File: src/rtl/instr_fetch_ctrl.sv
// instr_fetch_ctrl: instruction-fetch sequencer.
// Owns the program counter and drives the async-read ROM address from it. Each
// fetched word is registered into a one-entry buffer that is handed to decode
// over a valid/ready handshake. Also handles start, jump/branch redirects, and
// halting on HALT_WORD.
// Ports:
//   clk, rst        rising-edge clock, synchronous active-high reset
//   start_i         leave IDLE and begin fetching
//   imem_addr_o     ROM address (= pc, combinational)
//   imem_rd_i       ROM read data for imem_addr_o
//   instr_o         buffered instruction
//   instr_pc_o      address instr_o was fetched from
//   instr_valid_o   buffer holds an unconsumed word
//   instr_ready_i   consumer takes instr_o this cycle
//   redirect_i      flush buffer and load redirect_pc_i
//   redirect_pc_i   redirect target (low log2(MEM_DEPTH) bits used)
//   halted_o        sequencer is in HALT
module instr_fetch_ctrl #(
  parameter int unsigned ADDR_W    = 8,
  parameter int unsigned DATA_W    = 32,
  parameter int unsigned MEM_DEPTH = 32,
  parameter logic [ADDR_W-1:0] RESET_PC  = '0,
  parameter logic [DATA_W-1:0] HALT_WORD = '1
) (
  input  logic              clk,
  input  logic              rst,
  input  logic              start_i,
  output logic [ADDR_W-1:0] imem_addr_o,
  input  logic [DATA_W-1:0] imem_rd_i,
  output logic [DATA_W-1:0] instr_o,
  output logic [ADDR_W-1:0] instr_pc_o,
  output logic              instr_valid_o,
  input  logic              instr_ready_i,
  input  logic              redirect_i,
  input  logic [ADDR_W-1:0] redirect_pc_i,
  output logic              halted_o
);

  // PC only needs enough bits to index the ROM; wrap-around is then free.
  localparam int unsigned PC_W = $clog2(MEM_DEPTH);

  typedef enum logic [1:0] {
    IDLE  = 2'd0,
    FETCH = 2'd1,
    HALT  = 2'd2
  } state_t;

  state_t          state;
  logic [PC_W-1:0] pc;
  logic [PC_W-1:0] target;
  logic            load_en;
  logic            is_halt;

  assign imem_addr_o = ADDR_W'(pc);
  assign target      = redirect_pc_i[PC_W-1:0];
  assign load_en     = !instr_valid_o || instr_ready_i;
  assign is_halt     = (imem_rd_i == HALT_WORD);

  // Upper target bits are deliberately discarded.
  generate
    if (ADDR_W > PC_W) begin : g_unused_target
      logic unused_target_hi;
      assign unused_target_hi = ^redirect_pc_i[ADDR_W-1:PC_W];
    end
  endgenerate

  // Sequencer state, PC and output buffer.
  always_ff @(posedge clk) begin
    if (rst) begin
      state         <= IDLE;
      pc            <= PC_W'(RESET_PC);
      instr_o       <= '0;
      instr_pc_o    <= '0;
      instr_valid_o <= 1'b0;
      halted_o      <= 1'b0;
    end else begin
      case (state)
        IDLE: begin
          if (redirect_i) pc <= target;
          if (start_i) state <= FETCH;
        end
        FETCH: begin
          if (redirect_i) begin
            // A handshake in this cycle still loses the stale word.
            instr_valid_o <= 1'b0;
            pc            <= target;
          end else if (load_en && is_halt) begin
            instr_valid_o <= 1'b0;
            state         <= HALT;
            halted_o      <= 1'b1;
          end else if (load_en) begin
            instr_o       <= imem_rd_i;
            instr_pc_o    <= ADDR_W'(pc);
            instr_valid_o <= 1'b1;
            pc            <= pc + PC_W'(1);
          end
        end
        HALT: begin
          if (redirect_i) begin
            pc       <= target;
            state    <= FETCH;
            halted_o <= 1'b0;
          end
        end
        default: state <= IDLE;
      endcase
    end
  end

endmodule

File: config.mk
export PLATFORM = sky130hd
export DESIGN_NAME = instr_fetch_ctrl
export DESIGN_NICKNAME = d
export VERILOG_FILES = /design/src/rtl/instr_fetch_ctrl.sv
export SDC_FILE = /design/constraint.sdc
export NUM_CORES = 1
export LEC_CHECK = 0
export ABC_CLOCK_PERIOD_IN_PS = 2200
export CAP_MARGIN = 30
export CORE_ASPECT_RATIO = 0.5
export CORE_MARGIN = 5
export CORE_UTILIZATION = 43
export CTS_BUF_LIST = sky130_fd_sc_hd__clkbuf_4
export DETAILED_ROUTE_END_ITERATION = 6
export PLACE_DENSITY = 0.82
export SYNTH_ARGS = -nofsm -noshare
export SYNTH_HDL_FRONTEND = slang
export SYNTH_SLANG_ARGS = --single-unit
File: constraint.sdc
create_clock -name clk -period 2.2 [get_ports clk]
set_input_delay 0.44 -clock clk [delete_from_list [all_inputs] [get_ports clk]]
set_output_delay 0.44 -clock clk [all_outputs]
set_load 0.05 [all_outputs]
# [After elaboration in Yosys (flattened, before gate mapping)]
# Cells that the tools add are included.
# Widths: inputs -> output; s select.
[totals] register_bits=46 latchBits=0 ram_bits=0 mem_bits_ro=0 input_bits=45 out_inout_bits=50 wordCells=49 n_memories=0
[classes] n_addsub=1 multipliers=0 div=0 n_lt_le_gt_ge=0 eq_ne=10 shifts=0 mux=17 n_bitwise=2 n_reduce_logical=13
[op_table] operator="$eq 32x32->1 const B" n=1
[op_table] operator="$mux 5" n=4
[op_table] operator="$reduce_and 4->1" n=4
[op_table] operator="$pmux 5 s2" n=1
[op_table] operator="$mux 2" n=4
[op_table] operator="$ne 2x2->1 const B" n=4
[op_table] operator="$mux 1" n=6
[op_table] operator="$ne 3x3->1 const B" n=2
[op_table] operator="$pmux 2 s3" n=1
[op_table] operator="$add 5x1->5 const B" n=1
[op_table] operator="$reduce_bool 2->1" n=2
[op_table] operator="$reduce_bool 3->1" n=1
[op_table] operator="$eq 2x1->1 const B" n=1
[op_table] operator="$eq 2x2->1 const B" n=1
[op_table] operator="$logic_not 2->1" n=1
[op_table] operator="$ne 2x1->1 const B" n=1
[op_table] operator="$not 1->1" n=2
[op_table] operator="$pmux 1 s2" n=1
[op_table] operator="$reduce_and 2->1" n=1
[op_table] operator="$reduce_or 2->1" n=1
[op_table] operator="$logic_and 1x1->1" n=1
[op_table] operator="$logic_not 1->1" n=1
[op_table] operator="$logic_or 1x1->1" n=1

# [Logic depth before layout (Yosys ltp)]
[logic_depth] ltp_word=6 ltp_mapped=7 ltp_nobuf=6

# [Least setup slack after synthesis]
# OpenSTA, ideal clock, no wires.
[synth_timing] path_kind="register -> register" from="register pc[0]" to="register pc[4]" setup_time_ns=0.086 t_arrival_ns=1.774 required_time_ns=2.114 slack_ns=0.339 stages_incl_launch_ff=7 path_buffers=0 period_less_slack_ns=1.861 cell_sequence="dfxtp_1 ha_1 nand3_1 or3_1 a21oi_2 nor2_1 a221oi_2"
[synth_between] elab_chain_cells=5
[synth_rtl] item="from (decl)" line="49" rtl="logic [PC_W-1:0] pc;"
[synth_rtl] item="from (signal assigned)" line="71" rtl="pc <= PC_W'(RESET_PC);"
[synth_rtl] item="from (signal assigned)" line="79" rtl="if (redirect_i) pc <= target;"
[synth_rtl] item="from (signal assigned)" line="86" rtl="pc <= target;"
[synth_rtl] item="$add 5x1->5" line="95" rtl="pc <= pc + PC_W'(1);"
[synth_rtl] item="$mux 5" line="91" rtl="end else if (load_en) begin"
[synth_rtl] item="$mux 5" line="87" rtl="end else if (load_en && is_halt) begin"
[synth_rtl] item="$mux 5" line="83" rtl="if (redirect_i) begin"
[synth_rtl] item="$pmux 5 s2" line="77" rtl="case (state)"
# Every way passes these cells. The select of a mux whose other input is x is not followed.
# A chain may end at the register's enable or synchronous reset.

# [Worst setup path in the final report]
[layout_timing] from="register pc[1]" to="output port imem_addr_o[1]"
[layout_lines] item="to (decl)" line="28" rtl="output logic [ADDR_W-1:0] imem_addr_o,"
# No word-level cell between the ends.

==> run metrics <==
run status completed; Net Switching 0.610 mW; crit path max fanout 5; Clk pwr share 23.9%; pin slew with the least headroom to its limit between 500 and 600 ps; dominant synthesized flop cell dfxtp_1; Hold Path Sink state[1]; Slew Limit Headroom approximately 65%; IO Pins 95; H-tree depth 2; initial antenna violation count 0; CTS sink count between 40 and 50; Buf/Inv on CP 1; #FFs+latches synth 46; fin crit share between 90% and 100%; Combinational Power Share about a quarter; Area contributors post-synth dfxtp_1, a21oi_1, nand3_1; CTS Root Cell clkbuf_4; sequential share of the synthesized area between 40% and 50%; worst hold path type input port to register; critical path type register to output pin; family with the most delay on the worst path buffers and inverters; CP Data Arrival Time roughly 1700 ps; TritonCTS buffer count 5; final hold vios 0; CP peak stage delay 860 ps; Seq pwr share approximately half; clk_lat worst skew 390 ps; drt initial violations around 180; clock tree buffer depth 2; Placed Instances roughly 420; vias in the first global route around 2300; All-Layer GR Usage between 20% and 30%; min cycle time layout ~2100 ps; chip height 60.3 microns; initial core utilization ~44%; Nets between 400 and 500; P_leak 1.11 nW; proportion of layout cells with a drive suffix above 1 between 10 and 15%; die width about 110 microns; worst hold path cell count 2; skew final between 30 and 40 ps; Area growth syn-to-layout 47.9%; Final Cell Area between 0.003 and 0.004 sq mm; vias per inst 5.64; ys async rst share 0%; Crit-path slowest cell clkdlybuf4s50_1; number of setup buffers added after CTS 0; Vias ~2400; Pint 1.18 mW; Post-DP HPWL roughly 5 mm; hold_ws around 360 ps; crit start category register; row count 18; Switching Share 34.0%; CTS tree done; Ys Warns 0; clock transition at the registers of the reported paths between 100 and 150 ps; Port Buffers 85; HP Start rst; # resized after CTS 1; final setup TNS 0 ps; Tot Pwr roughly 1.8 mW; RSZ-0062 raised after global routing false; CP endpoint kind output pin; synth unique cells 45; Non-Filler Instances 426; largest net degree at the start of global routing 43; Max Cap Viol 0; Die ar. 0.00667 sq mm; syn avg cell area 8.18 sq um; r2r setup slk around 460 ps; Power Dens Cells 558 mW/mm^2; f_max between 400 and 500 MHz; Ant. Diodes 0; Routed Antenna Nets 0; r2r endpoint pc[4]; GRT overflow 0; Hold-fix buffers, CTS 0; post-synth top area share a little over two fifths; mapped cell area 0.00217 sq mm; CP cell instances clkdlybuf4s50_1; Peak VDD IR 0.293 mV; first-pass GRT wire length roughly 11 mm; Placement Cell Area ~0.0032 sq mm; cell count after synthesis 266; Avg WL per Cell between 15 and 20 microns; EDFF count, synth 0; wirelength, routed 6.86 mm; Final setup viols 0; post-synth top area cell dfxtp_1; reg2reg path depth 6; DRC viols 0; start of the worst register-to-register path pc[0]; placer congestion estimate 0.851; Slew Viols, Final 0; Core ar. between 0.004 and 0.005 sq mm; drt first pass iters 4; worst path required time 1760 ps
-- registers in the layout (all words and copies together) (netlist names) --
register and flops:
instr_pc_o 5, state 2, instr_valid_o 1, pc 5
instr_o 32, halted_o 1
-- how the worst max path moves through the flow --
stage	cells past startpoint	endpoint	slack (ps)	startpoint
2_1_floorplan	6	pc[4]	340	pc[0]
3_3_place_gp	6	state[1]	-120	imem_rd_i[2]
3_5_place_dp	7	instr_o[29]	-150	imem_rd_i[28]
4_1_cts	1	imem_addr_o[2]	90	pc[2]
5_1_grt	1	imem_addr_o[1]	20	pc[1]
6_report	1	imem_addr_o[1]	80	pc[1]
-- power by group through the flow --
stage               combinational (mW)  clock [mW]  sequential [mW]
global route                     0.491       0.475            0.905
finish                           0.466       0.429            0.900
detailed placement               0.464           0            0.917
CTS                              0.465       0.438            0.899
global placement                 0.453           0            0.915
floorplan                        0.146           0             1.04
-- cell usage after synthesis, types with 2 or more instances --
library cell  count
nand2_1           8
buf_4            10
clkbuf_1         12
nand2b_1          2
nor3_2            2
buf_2             5
and2_1            2
a32o_1            2
nand4_1           7
nor3_1            3
dfxtp_1          46
nand3_1          41
nor4_1            2
o21ai_1           8
nor2_1            9
o21ai_0          31
or3_1             3
a21oi_1          42
a211oi_1          3
nor2b_1           3
-- stage by stage --
step / utilization (%) / setup WS, ps
after floorplan: - / 339
after global placement: 64.3 / -117
after detailed placement: 64.3 / -151
after CTS: 65.5 / 85.1
after global routing: 65.5 / 23.0
final: 65.5 / 83.5
-- final cells by class --
cell class | count | area (sq um)
Tap cell | 70 | 87.6
Timing Repair Buffer | 106 | 1030
Inverter | 1 | 3.75
Multi-Input combinational cell | 195 | 1110
Fill cell | 440 | 1690
Clock inverter | 3 | 23.8
Sequential cell | 46 | 921
Clock buffer | 5 | 37.5
-- layout by cell type (no fill, tap or decap), types with 5 or more instances in the layout --
master           synthesis  layout
o21ai_1                  8       8
nor2_1                   9       9
a21oi_1                 42      42
clkbuf_4                 0       5
nand2_1                  8       8
nand4_1                  7       7
dfxtp_1                 46      46
buf_4                   10      19
clkdlybuf4s50_1          0      83
conb_1                   1       6
nand3_1                 41      41
o21ai_0                 31      31
-- logic make-up after synthesis --
group,share of synthesized area [%]
muxes,0.460
adders and majority gates,0.575
other,0.172
buffers and inverters,7.54
AOI/OAI and AO/OA,24.4
DFF,42.3
and+or+nand+nor,24.5
-- per-layer routing --
metal | up-vias | GRT usage, % | part of all wire, %
met5 | - | 0 | 0
met4 | 0 | 7.72 | 1.4
met3 | 13 | 4.35 | 6.6
met2 | 91 | 36.6 | 51
met1 | 1153 | 23.6 | 41
li1 | 1145 | - | -
Note: power is estimated with default switching activity, not from simulation.
